## config.mk

```make
export PLATFORM = sky130hd
export DESIGN_NAME = uart_tx_arbiter
export DESIGN_NICKNAME = d
export VERILOG_FILES = /design/src/rtl/uart_arb_pkg.sv /design/src/rtl/rr_arbiter.sv /design/src/rtl/uart_tx_arbiter.sv
export SDC_FILE = /design/constraint.sdc
export NUM_CORES = 1
export LEC_CHECK = 0
export BUFFER_PORTS_ARGS = -buffer_cell sky130_fd_sc_hd__buf_2
export CORE_ASPECT_RATIO = 1.75
export CORE_MARGIN = 8
export CORE_UTILIZATION = 50
export CTS_BUF_LIST = sky130_fd_sc_hd__clkbuf_4
export DETAILED_ROUTE_END_ITERATION = 7
export PLACE_DENSITY = 0.87
export SETUP_SLACK_MARGIN = 0.5
export SLEW_MARGIN = 20
export SYNTH_ARGS = -nofsm -noshare
export SYNTH_HDL_FRONTEND = slang
export SYNTH_HIERARCHICAL = 1
export SYNTH_SLANG_ARGS = --single-unit
```

## constraint.sdc

```tcl
create_clock -name clk -period 4.3 [get_ports clk]
set_clock_uncertainty 0.15 [all_clocks]
set_input_delay 0.645 -clock clk [delete_from_list [all_inputs] [get_ports clk]]
set_output_delay 0.645 -clock clk [all_outputs]
set_load 0.01 [all_outputs]
```

## src/rtl/uart_arb_pkg.sv

```systemverilog
// ============================================================================
// Module  : uart_arb_pkg
// Brief   : Shared state type and default sizing for the UART TX arbiter.
// Revision: 1.0 - initial release
// ============================================================================
`default_nettype none

package uart_arb_pkg;

    localparam int c_num_req_default = 4;

    typedef enum logic [1:0] {
        ST_IDLE      = 2'd0,
        ST_LOAD      = 2'd1,
        ST_WAIT_DONE = 2'd2,
        ST_RELEASE   = 2'd3
    } arb_state_t;

endpackage

`default_nettype wire

```

## src/rtl/rr_arbiter.sv

```systemverilog
// ============================================================================
// Module  : rr_arbiter
// Brief   : Combinational round-robin picker; first active request at or after ptr wins.
// Revision: 1.0 - initial release
// ============================================================================
`default_nettype none

module rr_arbiter
    import uart_arb_pkg::*;
#(
    parameter int NUM_REQ = c_num_req_default,
    parameter int PTR_W   = (NUM_REQ > 1) ? $clog2(NUM_REQ) : 1
) (
    input  logic [NUM_REQ-1:0] req,
    input  logic [PTR_W-1:0]   ptr,
    output logic [NUM_REQ-1:0] grant
);

    localparam logic [PTR_W:0] c_n = (PTR_W+1)'(NUM_REQ);

    logic [PTR_W:0]   w_sum;
    logic [PTR_W-1:0] w_idx;
    logic             w_found;

    // ptr and the offset are both below NUM_REQ, so one conditional subtract wraps
    always_comb begin
        grant   = '0;
        w_found = 1'b0;
        w_sum   = '0;
        w_idx   = '0;
        for (int k = 0; k < NUM_REQ; k++) begin
            w_sum = {1'b0, ptr} + (PTR_W+1)'(k);
            if (w_sum >= c_n) begin
                w_sum = w_sum - c_n;
            end
            w_idx = w_sum[PTR_W-1:0];
            if (!w_found && req[w_idx]) begin
                grant[w_idx] = 1'b1;
                w_found      = 1'b1;
            end
        end
    end

endmodule

`default_nettype wire

```

## src/rtl/uart_tx_arbiter.sv

```systemverilog
// ============================================================================
// Module  : uart_tx_arbiter
// Brief   : Shares one UART transmitter among NUM_REQ requesters, round-robin.
//           Define UART_TX_ARBITER_TIMEOUT_EN to abort frames with no donetx.
// Revision: 1.0 - initial release
// ============================================================================
`default_nettype none

module uart_tx_arbiter
    import uart_arb_pkg::*;
#(
    parameter int NUM_REQ = c_num_req_default,
    parameter int TIMEOUT = 4096
) (
    input  logic                 clk,
    input  logic                 rst,
    input  logic [NUM_REQ-1:0]   req,
    input  logic [8*NUM_REQ-1:0] req_data,
    output logic [NUM_REQ-1:0]   gnt,
    output logic [NUM_REQ-1:0]   done,
    output logic                 err,
    output logic                 busy,
    output logic                 newd,
    output logic [7:0]           tx_data,
    input  logic                 donetx
);

    localparam int PTR_W = (NUM_REQ > 1) ? $clog2(NUM_REQ) : 1;
    localparam logic [PTR_W-1:0] c_last_idx = PTR_W'(NUM_REQ - 1);

    arb_state_t         r_state;
    arb_state_t         w_state_nxt;
    logic [PTR_W-1:0]   r_ptr;
    logic [PTR_W-1:0]   r_owner;
    logic [PTR_W-1:0]   w_gnt_idx;
    logic [PTR_W-1:0]   w_ptr_nxt;
    logic [7:0]         w_gnt_byte;
    logic [NUM_REQ-1:0] w_grant;
    logic               r_donetx_q;
    logic               w_donetx_rise;
    logic               w_timeout;
    logic               w_take;

    rr_arbiter #(
        .NUM_REQ (NUM_REQ),
        .PTR_W   (PTR_W)
    ) u_rr_arbiter (
        .req   (req),
        .ptr   (r_ptr),
        .grant (w_grant)
    );

    always_comb begin
        w_gnt_idx  = '0;
        w_gnt_byte = '0;
        for (int k = 0; k < NUM_REQ; k++) begin
            if (w_grant[k]) begin
                w_gnt_idx  = PTR_W'(k);
                w_gnt_byte = req_data[8*k +: 8];
            end
        end
    end

    assign w_ptr_nxt     = (w_gnt_idx == c_last_idx) ? '0 : w_gnt_idx + PTR_W'(1);
    assign w_donetx_rise = donetx & ~r_donetx_q;
    assign w_take        = (r_state == ST_IDLE) && rst && (|w_grant);
    assign busy          = (r_state != ST_IDLE);

`ifdef UART_TX_ARBITER_TIMEOUT_EN
    localparam int CNT_W = (TIMEOUT > 2) ? $clog2(TIMEOUT) : 1;
    localparam logic [CNT_W-1:0] c_cnt_last = CNT_W'(TIMEOUT - 1);

    logic [CNT_W-1:0] r_cnt;

    always_ff @(posedge clk or negedge rst) begin
        if (!rst) begin
            r_cnt <= '0;
        end else if (r_state == ST_LOAD) begin
            r_cnt <= '0;
        end else if (r_state == ST_WAIT_DONE) begin
            r_cnt <= r_cnt + CNT_W'(1);
        end
    end

    assign w_timeout = (r_state == ST_WAIT_DONE) && (r_cnt == c_cnt_last);
`else
    assign w_timeout = 1'b0;
`endif

    always_comb begin
        w_state_nxt = r_state;
        gnt         = '0;
        done        = '0;
        err         = 1'b0;
        newd        = 1'b0;
        case (r_state)
            ST_IDLE: begin
                if (w_take) begin
                    gnt         = w_grant;
                    w_state_nxt = ST_LOAD;
                end
            end
            ST_LOAD: begin
                newd        = 1'b1;
                w_state_nxt = ST_WAIT_DONE;
            end
            ST_WAIT_DONE: begin
                // a genuine completion edge takes priority over an expiring timeout
                if (w_donetx_rise) begin
                    done[r_owner] = 1'b1;
                    w_state_nxt   = ST_RELEASE;
                end else if (w_timeout) begin
                    err         = 1'b1;
                    w_state_nxt = ST_RELEASE;
                end else begin
                    newd = 1'b1;
                end
            end
            ST_RELEASE: begin
                if (!donetx) begin
                    w_state_nxt = ST_IDLE;
                end
            end
            default: w_state_nxt = ST_IDLE;
        endcase
    end

    always_ff @(posedge clk or negedge rst) begin
        if (!rst) begin
            r_state    <= ST_IDLE;
            r_ptr      <= '0;
            r_owner    <= '0;
            tx_data    <= 8'h00;
            r_donetx_q <= 1'b0;
        end else begin
            r_state    <= w_state_nxt;
            r_donetx_q <= donetx;
            if (w_take) begin
                tx_data <= w_gnt_byte;
                r_owner <= w_gnt_idx;
                r_ptr   <= w_ptr_nxt;
            end
        end
    end

endmodule

`default_nettype wire

```

==> impl_metrics.env <==
export IMPL_via_count=1356
export IMPL_post_route_drc_count=0
export IMPL_p_per_area_nw_per_um2=783.4
export IMPL_ys_seq_area_share_pct=28.79
export IMPL_nFillCells=203
export IMPL_cts_made_buffers=3
export IMPL_nNetsFinal=251
export IMPL_hp_class="primary input to async pin"
export IMPL_max_clock_freq_mhz=277.8
export IMPL_drtAntennaViolNets=0
export IMPL_via_per_inst=6.000
export IMPL_crit_buf_inv=3
export IMPL_antenna_found_initial=0
export IMPL_crit_chain="inv_1, ha_1, mux4_2, nor4b_4, a221o_1, buf_4, and3_1, buf_2"
export IMPL_fin_crit_sh_pct=83.72
export IMPL_synth_top_cell_by_area="dfrtp_1"
export IMPL_core_area_um2=2492
export IMPL_max_stage_delay_ns=0.49
export IMPL_crit_type="flop to output port"
export IMPL_slew_limit_headroom_pct=59.40
export IMPL_n_antenna_cell=0
export IMPL_grt_first_pass_wirelength_mm=6.354
export IMPL_cts_hold_buf=0
export IMPL_final_cell_mix="buf_2 (56), a21oi_1 (18), inv_1 (15)"
export IMPL_finalWirelength_mm=3.824
export IMPL_start_util_pct=52.31
export IMPL_p_total_mw=1.267
export IMPL_core_rowCount=24
export IMPL_min_period_ns=3.600
export IMPL_synth_top_area_share_pct=28.79
export IMPL_area_delta_synth_final_pct=24.09
export IMPL_synth_area_leaders="dfrtp_1 (29%), ha_1 (11%), a21oi_1 (6.9%)"
export IMPL_mostFrequentLayoutCell="buf_2"
export IMPL_slowest_stage="dfrtp_1"
export IMPL_grt_usage_pct=17.69
export IMPL_drv_cap=0
export IMPL_end_kind="output port"
export IMPL_synth_nets=196
export IMPL_clockRootBuffer="clkbuf_4"
export IMPL_status="finished clean"
export IMPL_ys_warn_count=6
export IMPL_clk_pin_slew_ns=0.09
export IMPL_synthDistinctLibCells=30
export IMPL_crit_fanout=21
export IMPL_io_pins=58
export IMPL_grt_max_degree=22
export IMPL_cts_htree_levels=1
export IMPL_slew_viol_final=0
export IMPL_finalHoldViolations=0
export IMPL_drt_iter0_drc=48
export IMPL_power_leakage_nw=0.8441
export IMPL_die_width_um=54.60
export IMPL_synth_ff_latch_count=15
export IMPL_grt_pass1_vias=1448
export IMPL_cts_tree="built"
export IMPL_rsz0062_at_grt="no"
export IMPL_portBuffers=56
export IMPL_multi_input_area_um2=827.0
export IMPL_crit_family="simple AND/OR/NAND/NOR gates"
export IMPL_tightest_slew_ns=0.6077
export IMPL_peakVddDrop_v=0.0004021
export IMPL_insertion_delay_ns=0.30
export IMPL_die_y_um=83.55
export IMPL_cp_start_kind="flop"
export IMPL_wl_per_cell_um=16.92
export IMPL_register_area_um2=376.6
export IMPL_grt_overflow=0
export IMPL_setup_tns_ns=0
export IMPL_syn_cell_area_um2=1304
export IMPL_cp_data_required_time_ns=3.50
export IMPL_worstPathArrival_ns=2.81
export IMPL_syn_area_per_cell_um2=8.930
export IMPL_drt_first_pass_iters=4
export IMPL_clkSinkCount=15
export IMPL_setup_viol=0
export IMPL_gp_congestion=0.8119
export IMPL_place_hpwl_mm=2.998
export IMPL_drive_gt1_share_pct=35.50
export IMPL_clk_path_buf_depth=2
export IMPL_netlist_instances=146
export IMPL_die_area_um2=4562
## state kept, by name, indices dropped and copies added, names as in the netlist
signal and count:
tx_data 8, r_donetx_q 1, r_state 2, r_owner 2
r_ptr 2
## cell usage after synthesis
library cell,n
inv_1,15
buf_2,1
nor4b_4,1
nor3b_2,1
nand2_1,11
a221oi_1,8
nor2b_1,3
clkbuf_1,4
a221o_1,5
buf_6,1
a211o_1,8
mux2_1,1
nor4_4,1
nor3_1,5
mux2i_1,1
o21ai_0,7
mux4_2,3
conb_1,1
a21o_1,1
nand2b_1,1
ha_1,11
a21oi_1,18
mux4_1,1
or2_4,1
dfrtp_1,15
and3_1,4
o31ai_1,1
buf_4,2
nor2_1,13
nand3b_1,1
## through the flow
stage                     std cells  util [%]  worst slack [ns]  cell area [um^2]  hold WS [ns]
after global placement          222     63.60            0.9237              1585        0.3610
after floorplan                 146         -             1.092              1304        0.1994
after global routing            226     64.91            0.5505              1618        0.1522
after detailed placement        222     63.60            0.8390              1585        0.3693
after CTS                       226     64.86            0.6240              1617        0.1261
final                           226     64.91            0.6999              1618        0.1184
## report_power, final
group          switching (mW)  internal [mW]
sequential             0.0633          0.212
combinational           0.499          0.401
clock                  0.0490         0.0425
## final timing paths
check	startpoint	depth (start not counted)	slack (ns)	end
max reg2reg	r_ptr[1]	9	0.87	tx_data[4]
min	rst	1	0.12	tx_data[7]
min in group clk	donetx	1	0.34	r_donetx_q
max in group asynchronous	rst	1	3.56	r_ptr[0]
max	r_ptr[1]	8	0.70	gnt[2]
min reg2reg	tx_data[1]	2	0.38	tx_data[1]
## area by class of cell
type                    count  share of cell area, %
inverters                  15                  3.480
well taps                  26                  2.011
repair buffers             58                  18.25
flip-flops and latches     15                  23.28
multi-input cells         108                  51.12
clock buffers               4                  1.856
## repair_timing
item | in CTS | in global routing
hold endpoints to repair | 0 | 0
endpoints found under the setup margin | 1 | 2
gates cloned | 0 | 0
setup buffers | 0 | 0
resized for setup | 1 | 1
## logic make-up (layout without fill, tap and decap cells)
| logic type | count (synthesis) | in the layout | share of synthesized area (%) |
|---|---|---|---|
| AO/OA/AOI/OAI | 48 | 48 | 25.34 |
| AND/OR/NAND/NOR | 42 | 42 | 18.33 |
| buffers and inverters | 23 | 77 | 7.868 |
| flip-flops | 15 | 15 | 28.79 |
| adder cells (fa/ha/maj) | 11 | 11 | 10.56 |
| multiplexers | 6 | 6 | 8.829 |
| other | 1 | 1 | 0.2876 |
## per-layer routing
layer  part of all wire, %  GRT usage (%)
met5                     0              0
met4                   1.9          6.306
met3                   3.9          2.679
met2                    56          31.71
met1                    38          18.95
## worst register-to-register path, stage by stage (launching register included)
cell	delay, ns
dfrtp_1	0.49
inv_1	0.13
ha_1	0.33
mux4_2	0.40
nor4b_4	0.38
a221o_1	0.33
nor2b_1	0.54
a221oi_1	0.16
a211o_1	0.31
a21oi_1	0.13
Note: power is estimated with default switching activity, not from simulation.
